$ cat src/rtl/hisoc_arb_pkg.sv
// -----------------------------------------------------------------------------
// hisoc_arb_pkg
// Shared types and constants for the HISOC SRAM arbiter:
//   - arb_state_t : run/hold sequencer state encodings
//   - ID_M0/ID_M1 : requester identifiers (fetch / load-store unit)
//   - sat_inc32   : saturating 32-bit increment used by the stall counters
// -----------------------------------------------------------------------------
package hisoc_arb_pkg;

    typedef enum logic [1:0] {
        ST_IDLE  = 2'd0,
        ST_LOAD  = 2'd1,
        ST_RUN   = 2'd2,
        ST_DRAIN = 2'd3
    } arb_state_t;

    localparam logic ID_M0 = 1'b0;
    localparam logic ID_M1 = 1'b1;

    function automatic logic [31:0] sat_inc32(input logic [31:0] v);
        return (v == 32'hFFFF_FFFF) ? v : v + 32'd1;
    endfunction

endpackage

$ cat src/rtl/hisoc_rr_arb2.sv
// -----------------------------------------------------------------------------
// hisoc_rr_arb2
// Two-way round-robin arbiter with its pointer register.
// Ports:
//   clk, rst  : clock, asynchronous active-high reset (pointer -> ID_M0)
//   en        : arbitration enabled (no grants and no pointer update when 0)
//   req[1:0]  : request vector, bit ID_M0 = fetch, bit ID_M1 = load/store
//   gnt_vld   : a grant is issued this cycle
//   gnt_id    : identifier of the granted requester (valid with gnt_vld)
// -----------------------------------------------------------------------------
module hisoc_rr_arb2
    import hisoc_arb_pkg::*;
(
    input  logic       clk,
    input  logic       rst,
    input  logic       en,
    input  logic [1:0] req,
    output logic       gnt_vld,
    output logic       gnt_id
);

    logic rr_ptr_reg;
    logic rr_ptr_next;

    always_comb begin
        gnt_vld     = en && (|req);
        gnt_id      = rr_ptr_reg;
        // A lone requester wins regardless of the pointer; on contention the
        // pointer decides.
        if (req == 2'b01)
            gnt_id = ID_M0;
        else if (req == 2'b10)
            gnt_id = ID_M1;
        // After any grant the other requester gets priority next time.
        rr_ptr_next = gnt_vld ? ~gnt_id : rr_ptr_reg;
    end

    always_ff @(posedge clk or posedge rst) begin
        if (rst)
            rr_ptr_reg <= ID_M0;
        else
            rr_ptr_reg <= rr_ptr_next;
    end

endmodule

$ cat src/rtl/hisoc_mem_arb.sv
// -----------------------------------------------------------------------------
// hisoc_mem_arb
// Shares the single-port, 1-cycle-latency HISOC instruction/data SRAM between
// the program loader, the core fetch port (m0) and the core LSU (m1), and owns
// the core run/hold sequence IDLE -> LOAD -> RUN (-> DRAIN -> LOAD ...).
// Ports:
//   clk, rst                 : clock, asynchronous active-high reset
//   ld_start / ld_done       : loader sequencing pulses
//   ld_req_*                 : loader write-only request port
//   m0_req_* / m0_rsp_*      : fetch read port
//   m1_req_* / m1_rsp_*      : LSU read/write port (write ack returns data 0)
//   core_en                  : core run enable (high only in RUN)
//   mem_*                    : SRAM interface, request side combinational
//   perf_m0/m1_stall         : RUN-state stall counters, only when the
//                              HISOC_ARB_PERF_EN macro is defined
// -----------------------------------------------------------------------------
module hisoc_mem_arb
    import hisoc_arb_pkg::*;
#(
    parameter int ADDR_W = 32,
    parameter int DATA_W = 32,
    parameter int MEM_AW = 12
) (
    input  logic              clk,
    input  logic              rst,
    input  logic              ld_start,
    input  logic              ld_done,
    input  logic              ld_req_vld,
    output logic              ld_req_rdy,
    input  logic [ADDR_W-1:0] ld_req_addr,
    input  logic [DATA_W-1:0] ld_req_wdata,
    input  logic              m0_req_vld,
    output logic              m0_req_rdy,
    input  logic [ADDR_W-1:0] m0_req_addr,
    output logic              m0_rsp_vld,
    output logic [DATA_W-1:0] m0_rsp_data,
    input  logic              m1_req_vld,
    output logic              m1_req_rdy,
    input  logic              m1_req_we,
    input  logic [ADDR_W-1:0] m1_req_addr,
    input  logic [DATA_W-1:0] m1_req_wdata,
    input  logic [3:0]        m1_req_wstrb,
    output logic              m1_rsp_vld,
    output logic [DATA_W-1:0] m1_rsp_data,
    output logic              core_en,
`ifdef HISOC_ARB_PERF_EN
    output logic [31:0]       perf_m0_stall,
    output logic [31:0]       perf_m1_stall,
`endif
    output logic              mem_cs,
    output logic              mem_we,
    output logic [MEM_AW-1:0] mem_addr,
    output logic [DATA_W-1:0] mem_wdata,
    output logic [3:0]        mem_wstrb,
    input  logic [DATA_W-1:0] mem_rdata
);

    arb_state_t state_reg, state_next;
    logic       pend_vld_reg, pend_vld_next;
    logic       pend_id_reg, pend_id_next;
    logic       pend_we_reg, pend_we_next;

    logic       gnt_vld;
    logic       gnt_id;

    // Byte-lane and out-of-range address bits are intentionally dropped.
    logic       unused_addr_bits;
    assign unused_addr_bits = ^{ld_req_addr, m0_req_addr, m1_req_addr};

    hisoc_rr_arb2 u_rr_arb2 (
        .clk     (clk),
        .rst     (rst),
        .en      (state_reg == ST_RUN),
        .req     ({m1_req_vld, m0_req_vld}),
        .gnt_vld (gnt_vld),
        .gnt_id  (gnt_id)
    );

    // ---------------- state register ----------------
    always_ff @(posedge clk or posedge rst) begin
        if (rst) begin
            state_reg    <= ST_IDLE;
            pend_vld_reg <= 1'b0;
            pend_id_reg  <= ID_M0;
            pend_we_reg  <= 1'b0;
        end else begin
            state_reg    <= state_next;
            pend_vld_reg <= pend_vld_next;
            pend_id_reg  <= pend_id_next;
            pend_we_reg  <= pend_we_next;
        end
    end

    // ---------------- next-state logic ----------------
    always_comb begin
        state_next = state_reg;
        // Only the pulse relevant to the current state is looked at, so a
        // coincident ld_start/ld_done resolves to a single transition.
        case (state_reg)
            ST_IDLE:  if (ld_start)      state_next = ST_LOAD;
            ST_LOAD:  if (ld_done)       state_next = ST_RUN;
            ST_RUN:   if (ld_start)      state_next = ST_DRAIN;
            ST_DRAIN: if (!pend_vld_reg) state_next = ST_LOAD;
            default:                     state_next = ST_IDLE;
        endcase

        // Every core grant expects a response the following cycle.
        pend_vld_next = gnt_vld;
        pend_id_next  = gnt_id;
        pend_we_next  = gnt_vld && (gnt_id == ID_M1) && m1_req_we;
    end

    // ---------------- output / mux logic ----------------
    always_comb begin
        core_en    = 1'b0;
        ld_req_rdy = 1'b0;
        m0_req_rdy = 1'b0;
        m1_req_rdy = 1'b0;
        mem_cs     = 1'b0;
        mem_we     = 1'b0;
        mem_addr   = '0;
        mem_wdata  = '0;
        mem_wstrb  = 4'h0;
        case (state_reg)
            ST_LOAD: begin
                ld_req_rdy = ld_req_vld;
                mem_cs     = ld_req_vld;
                mem_we     = ld_req_vld;
                if (ld_req_vld) begin
                    mem_addr  = ld_req_addr[MEM_AW+1:2];
                    mem_wdata = ld_req_wdata;
                    mem_wstrb = 4'hF;
                end
            end
            ST_RUN: begin
                core_en = 1'b1;
                if (gnt_vld) begin
                    mem_cs = 1'b1;
                    if (gnt_id == ID_M0) begin
                        m0_req_rdy = 1'b1;
                        mem_addr   = m0_req_addr[MEM_AW+1:2];
                    end else begin
                        m1_req_rdy = 1'b1;
                        mem_we     = m1_req_we;
                        mem_addr   = m1_req_addr[MEM_AW+1:2];
                        if (m1_req_we) begin
                            mem_wdata = m1_req_wdata;
                            mem_wstrb = m1_req_wstrb;
                        end
                    end
                end
            end
            default: ;
        endcase
    end

    // Responses: routed by the pending id; data forced to 0 when not valid
    // and for write acknowledges.
    assign m0_rsp_vld  = pend_vld_reg && (pend_id_reg == ID_M0);
    assign m1_rsp_vld  = pend_vld_reg && (pend_id_reg == ID_M1);
    assign m0_rsp_data = m0_rsp_vld ? mem_rdata : '0;
    assign m1_rsp_data = (m1_rsp_vld && !pend_we_reg) ? mem_rdata : '0;

`ifdef HISOC_ARB_PERF_EN
    logic load_entry;
    assign load_entry = (state_next == ST_LOAD) && (state_reg != ST_LOAD);

    always_ff @(posedge clk or posedge rst) begin
        if (rst) begin
            perf_m0_stall <= 32'd0;
            perf_m1_stall <= 32'd0;
        end else if (load_entry) begin
            perf_m0_stall <= 32'd0;
            perf_m1_stall <= 32'd0;
        end else if (state_reg == ST_RUN) begin
            if (m0_req_vld && !m0_req_rdy)
                perf_m0_stall <= sat_inc32(perf_m0_stall);
            if (m1_req_vld && !m1_req_rdy)
                perf_m1_stall <= sat_inc32(perf_m1_stall);
        end
    end
`endif

endmodule

$ cat config.mk
export PLATFORM = sky130hd
export DESIGN_NAME = hisoc_mem_arb
export DESIGN_NICKNAME = d
export VERILOG_FILES = /design/src/rtl/hisoc_arb_pkg.sv /design/src/rtl/hisoc_rr_arb2.sv /design/src/rtl/hisoc_mem_arb.sv
export SDC_FILE = /design/constraint.sdc
export NUM_CORES = 1
export LEC_CHECK = 0
export CORE_AREA = 2 2 124 126
export CTS_CLUSTER_SIZE = 20
export DETAILED_ROUTE_END_ITERATION = 6
export DIE_AREA = 0 0 126 128
export DONT_BUFFER_PORTS = 1
export SYNTH_ARGS = -nofsm -noshare
export SYNTH_HDL_FRONTEND = slang
export SYNTH_SLANG_ARGS = --single-unit
$ cat constraint.sdc
create_clock -name clk -period 2.1 [get_ports clk]
set_clock_uncertainty 0.05 [all_clocks]
set_input_delay 0.42 -clock clk [delete_from_list [all_inputs] [get_ports clk]]
set_output_delay 0.42 -clock clk [all_outputs]
set_load 0.05 [all_outputs]
* Word level (Yosys, flattened, before mapping)
Index checks and enable logic that the tools add are counted.
Word-level totals: word-level logic and storage cells 62, register bits after elaboration 6, output and inout port bits 120, input port bits 204
Operators by class: reduce and logical (&&, ||, !) cells 10, bitwise operators 2, muxes and demuxes 36, equality and inequality tests 9
Operator list (count):
- 32-bit two-way mux | 6
- 32-bit one-hot mux with 2 select lines | 1
- 12-bit two-way mux | 3
- 12-bit one-hot mux with 2 select lines | 1
- 4-bit two-way mux | 4
- 1-bit two-way mux | 13
- 2-bit two-way mux | 4
- 2-bit inequality test, second input constant | 4
- 2-bit one-hot mux with 4 select lines | 1
- 4-bit one-hot mux with 2 select lines | 1
- 2-bit == test, second input constant | 3
- 1-bit logical AND | 6
- 2-bit by 1-bit == test with 1-bit output, second input constant | 2
- 1-bit one-hot mux with 2 select lines | 2
- 4-bit AND reduction | 1
- 2-bit zero test | 1
- 1-bit inverter | 2
- 2-bit OR reduction | 1
- 1-bit zero test | 1

* Longest topological paths before layout
word-level depth 6, gate-level depth with buffers 7, mapped depth without buffers 5

* Cells and area by module
From an unflattened synthesis, not the netlist that was laid out.
Unflattened totals: cell total of the unflattened synthesis 187, area, all modules 1385.1 µm²
By module, submodules not included:
- hisoc_mem_arb | area an instance 1322.5 µm², cells an instance 180, times used 1
- hisoc_rr_arb2 | area an instance 62.6 µm², cells an instance 7, times used 1

* Least setup slack after synthesis
No wires, ideal clock.
path type flip-flop to output port, start reg state_reg[0], end out mem_wdata[10], slack -512 ps, data arrival time 2142 ps, stages on the path, launching flop included 8, data required time 1630 ps, buffers on the path 2, cell sequence dfrtp_1 -> inv_1 -> ha_1 -> and2_4 -> and4_4 -> buf_6 -> buf_6 -> a22o_1
Between the ends: longest elaborated chain between the ends 4
RTL lines:
- from (decl) | line hisoc_mem_arb.sv:58 | arb_state_t state_reg, state_next;
- from (signal assigned) | line hisoc_mem_arb.sv:87 | state_reg <= state_next;
- 2-bit == test | line hisoc_mem_arb.sv:73, hisoc_mem_arb.sv:124
- 1-bit logical AND | line hisoc_rr_arb2.sv:26 | gnt_vld = en && (|req);
- 32-bit two-way mux | line hisoc_mem_arb.sv:137 | if (gnt_vld) begin
- 32-bit one-hot mux with 2 select lines (*) | line hisoc_mem_arb.sv:124 | case (state_reg)
- to (decl) | line hisoc_mem_arb.sv:53 | output logic [DATA_W-1:0] mem_wdata,
Every way passes the cells marked *; elsewhere a longest branch is shown, timed or not.

* Worst setup path after layout
start reg state_reg[0], end out mem_addr[8]
Between the ends: longest elaborated chain between the ends 4
RTL lines:
- 2-bit == test | line hisoc_mem_arb.sv:73, hisoc_mem_arb.sv:124
- 1-bit logical AND | line hisoc_rr_arb2.sv:26
- 12-bit two-way mux | line hisoc_mem_arb.sv:137
- 12-bit one-hot mux with 2 select lines (*) | line hisoc_mem_arb.sv:124
- to (decl) | line hisoc_mem_arb.sv:52 | output logic [MEM_AW-1:0] mem_addr,
Marked as above.

==> results.sh <==
export IMPL_status="finished with violations"
export IMPL_violations="negative setup slack"
export IMPL_syn2layout_area_growth_pct=150
export IMPL_slew_headroom=0.793
export IMPL_drc=0
export IMPL_drt_initial_drc_count=63
export IMPL_fmax_mhz=402
export IMPL_finalCritPeriodShare=1.18
export IMPL_rows=45
export IMPL_seqPwrFrac=0.045
export IMPL_worst_pin_slew_ns=0.310
export IMPL_final_cells=455
export IMPL_h_tree_depth=1
export IMPL_p_per_area_mw_per_mm2=1200
export IMPL_grt_usage=0.0887
export IMPL_wl_mm=8.99
export IMPL_clk_path_buf_depth=2
export IMPL_finalMaxSlewViolations=0
export IMPL_dp_cells=436
export IMPL_swShare=0.533
export IMPL_dp_hpwl_mm=6.71
export IMPL_irDropWorstVdd_mv=0.899
export IMPL_clk_pin_slew_ns=0.04
export IMPL_grt_pass1_wl_mm=11.0
export IMPL_place_gp_congestion=0.727
export IMPL_drive_gt1_frac=0.729
export IMPL_cts_buffers=3
export IMPL_cp_max_fo=6
export IMPL_mappedNetlistArea_mm2=0.00144
export IMPL_synth_area_leaders="and2_1 34%, a22o_1 19%, dfrtp_1 10%"
export IMPL_core_area_mm2=0.0149
export IMPL_synthFlopType="dfrtp_1"
export IMPL_cts_root_buf="clkbuf_16"
export IMPL_grt_setup_unrepaired="true"
export IMPL_power_share_clock=0.072
export IMPL_yosysWarningCount=0
export IMPL_cp_data_required_time_ns=1.63
export IMPL_finalHoldViolCount=0
export IMPL_grt_overflow=0
export IMPL_yosysUniqueCellTypes=27
export IMPL_die_y_um=128
export IMPL_synth_nets=392
export IMPL_cts_tree="done"
export IMPL_power_internal_w=0.00201
export IMPL_io_pins=324
export IMPL_wl_per_cell_um=19.8
export IMPL_fin_nets=477
export IMPL_tns_ns=-15.94
export IMPL_ant_nets=0
export IMPL_clock_latency_ns=0.23
export IMPL_synth_common_cells="79 x and2_1, 32 x a22o_1, 10 x a221o_1"
export IMPL_critPathCaptureType="output port"
export IMPL_largest_reg_flops=2
export IMPL_yosys_register_bits=6
export IMPL_p_leak_nw=1.60
export IMPL_die_area_mm2=0.0161
export IMPL_clock_sinks=6
export IMPL_finalWorstSetupSlack_ns=-0.386
export IMPL_first_global_vias=1769
export IMPL_antenna_found_initial=0
export IMPL_async_reset_ff_frac=1.00
export IMPL_pre_cts_slack_ns=-0.219
export IMPL_synth_edf_count=0
export IMPL_comb_power_share=0.883
export IMPL_path_class="register to output port"
export IMPL_die_w_um=126
export IMPL_total_power_w=0.00432
export IMPL_finalSetupViolCount=49
export IMPL_firstDrtPassIters=4
export IMPL_syn_area_per_cell_um2=7.87
export IMPL_cp_start_kind="register"
export IMPL_synthCells=183
export IMPL_p_switching_w=0.00230
export IMPL_cap_violations=0
export IMPL_arrival_ns=2.02
export IMPL_initial_core_util=0.0969
export IMPL_yosysMostFrequentCell="and2_1"
export IMPL_hold_class="input pin to register"
export IMPL_synth_top_cell_by_area="and2_1"
export IMPL_yosysTopAreaCellShare=0.343
export IMPL_port_buffers=0
export IMPL_via_per_inst=4.09
export IMPL_finalCriticalPeriod_ns=2.49
export IMPL_synth_seq_area_share=0.104
export IMPL_vias=1861
export IMPL_grt_max_degree=38
## cell families (layout without fill, tap and decap cells)
family                     after synthesis  count (layout)  synth area share
DFF                                      6               6             0.104
AOI/OAI and AO/OA                       53              53             0.324
and+or+nand+nor                         94              96             0.419
muxes                                    2               2            0.0148
buffers and inverters                   23             104            0.0947
adders and majority gates                5               5            0.0434
other                                    0               1                 0
## through the flow
step | cell area, um^2 | util | hold slack [ns]
floorplan | 1570 | - | 0.161
global placement | 3030 | 0.204 | 0.197
detailed placement | 3030 | 0.204 | 0.200
CTS | 3370 | 0.227 | 0.307
global route | 3590 | 0.242 | 0.310
finish | 3600 | 0.242 | 0.308
## power groups by stage
stage | Sequential, W | Combinational [W] | Clock, W
after global placement | 0.000196 | 0.00330 | 0
after global routing | 0.000200 | 0.00395 | 0.000330
final | 0.000193 | 0.00381 | 0.000312
after detailed placement | 0.000200 | 0.00334 | 0
after CTS | 0.000192 | 0.00371 | 0.000319
after floorplan | 0.000196 | 0.00224 | 0
## worst max-delay path: stages, from the launching register on
cell,delay (ns)
dfrtp_1,0.38
inv_2,0.09
ha_4,0.21
buf_6,0.11
and2_4,0.13
buf_6,0.11
and3_4,0.20
a221o_2,0.39
buf_12,0.16
## final cells by class
cell class | instances | area (um^2)
Inverter | 6 | 22.5
Multi-Input combinational cell | 156 | 1550
Fill cell | 1549 | 11300
Sequential cell | 6 | 150
Antenna cell | 1 | 2.50
Clock buffer | 3 | 75.1
Tap cell | 188 | 235
Timing Repair Buffer | 95 | 1560
## per-layer routing
layer  vias to the layer above  global-route usage  share of wire
met5                         -                   0              0
met1                       887               0.111           0.41
met4                         0              0.0213         0.0071
met2                       144               0.157           0.51
li1                        826                   -              -
met3                         4              0.0167          0.073
## layout by cell type, fill, tap and decap left out, types with 2 or more instances in the layout
cell / n
a221o_2: 12
dfrtp_1: 6
buf_12: 58
a22o_2: 4
a21o_4: 4
clkbuf_16: 6
inv_1: 4
buf_4: 26
nand2_1: 3
inv_2: 2
ha_4: 2
and2_1: 49
ha_1: 3
a22o_4: 28
and3_4: 3
and2_2: 30
buf_6: 4
and3_2: 4
## timing repair
item                                   in CTS  in global routing
setup endpoints to repair                  50                 50
hold buffers                                1                  0
endpoints found under the hold margin       6                  0
cloned                                      4                  5
gates resized for setup                    24                 19
setup buffers                               4                  1
pin swaps                                  13                  3
## final timing paths
kind	depth (start not counted)	from	end	slack (ns)
setup / recovery	8	state_reg[0]	mem_addr[8]	-0.39
max in group asynchronous	2	rst	u_rr_arb2.rr_ptr_reg	1.26
min in group asynchronous	2	rst	pend_we_reg	0.53
hold reg to reg	1	u_rr_arb2.rr_ptr_reg	u_rr_arb2.rr_ptr_reg	0.51
setup reg to reg	7	state_reg[0]	state_reg[1]	0.32
hold / removal	2	m0_req_vld	pend_vld_reg	0.31
(Power assumes the default switching activity.)
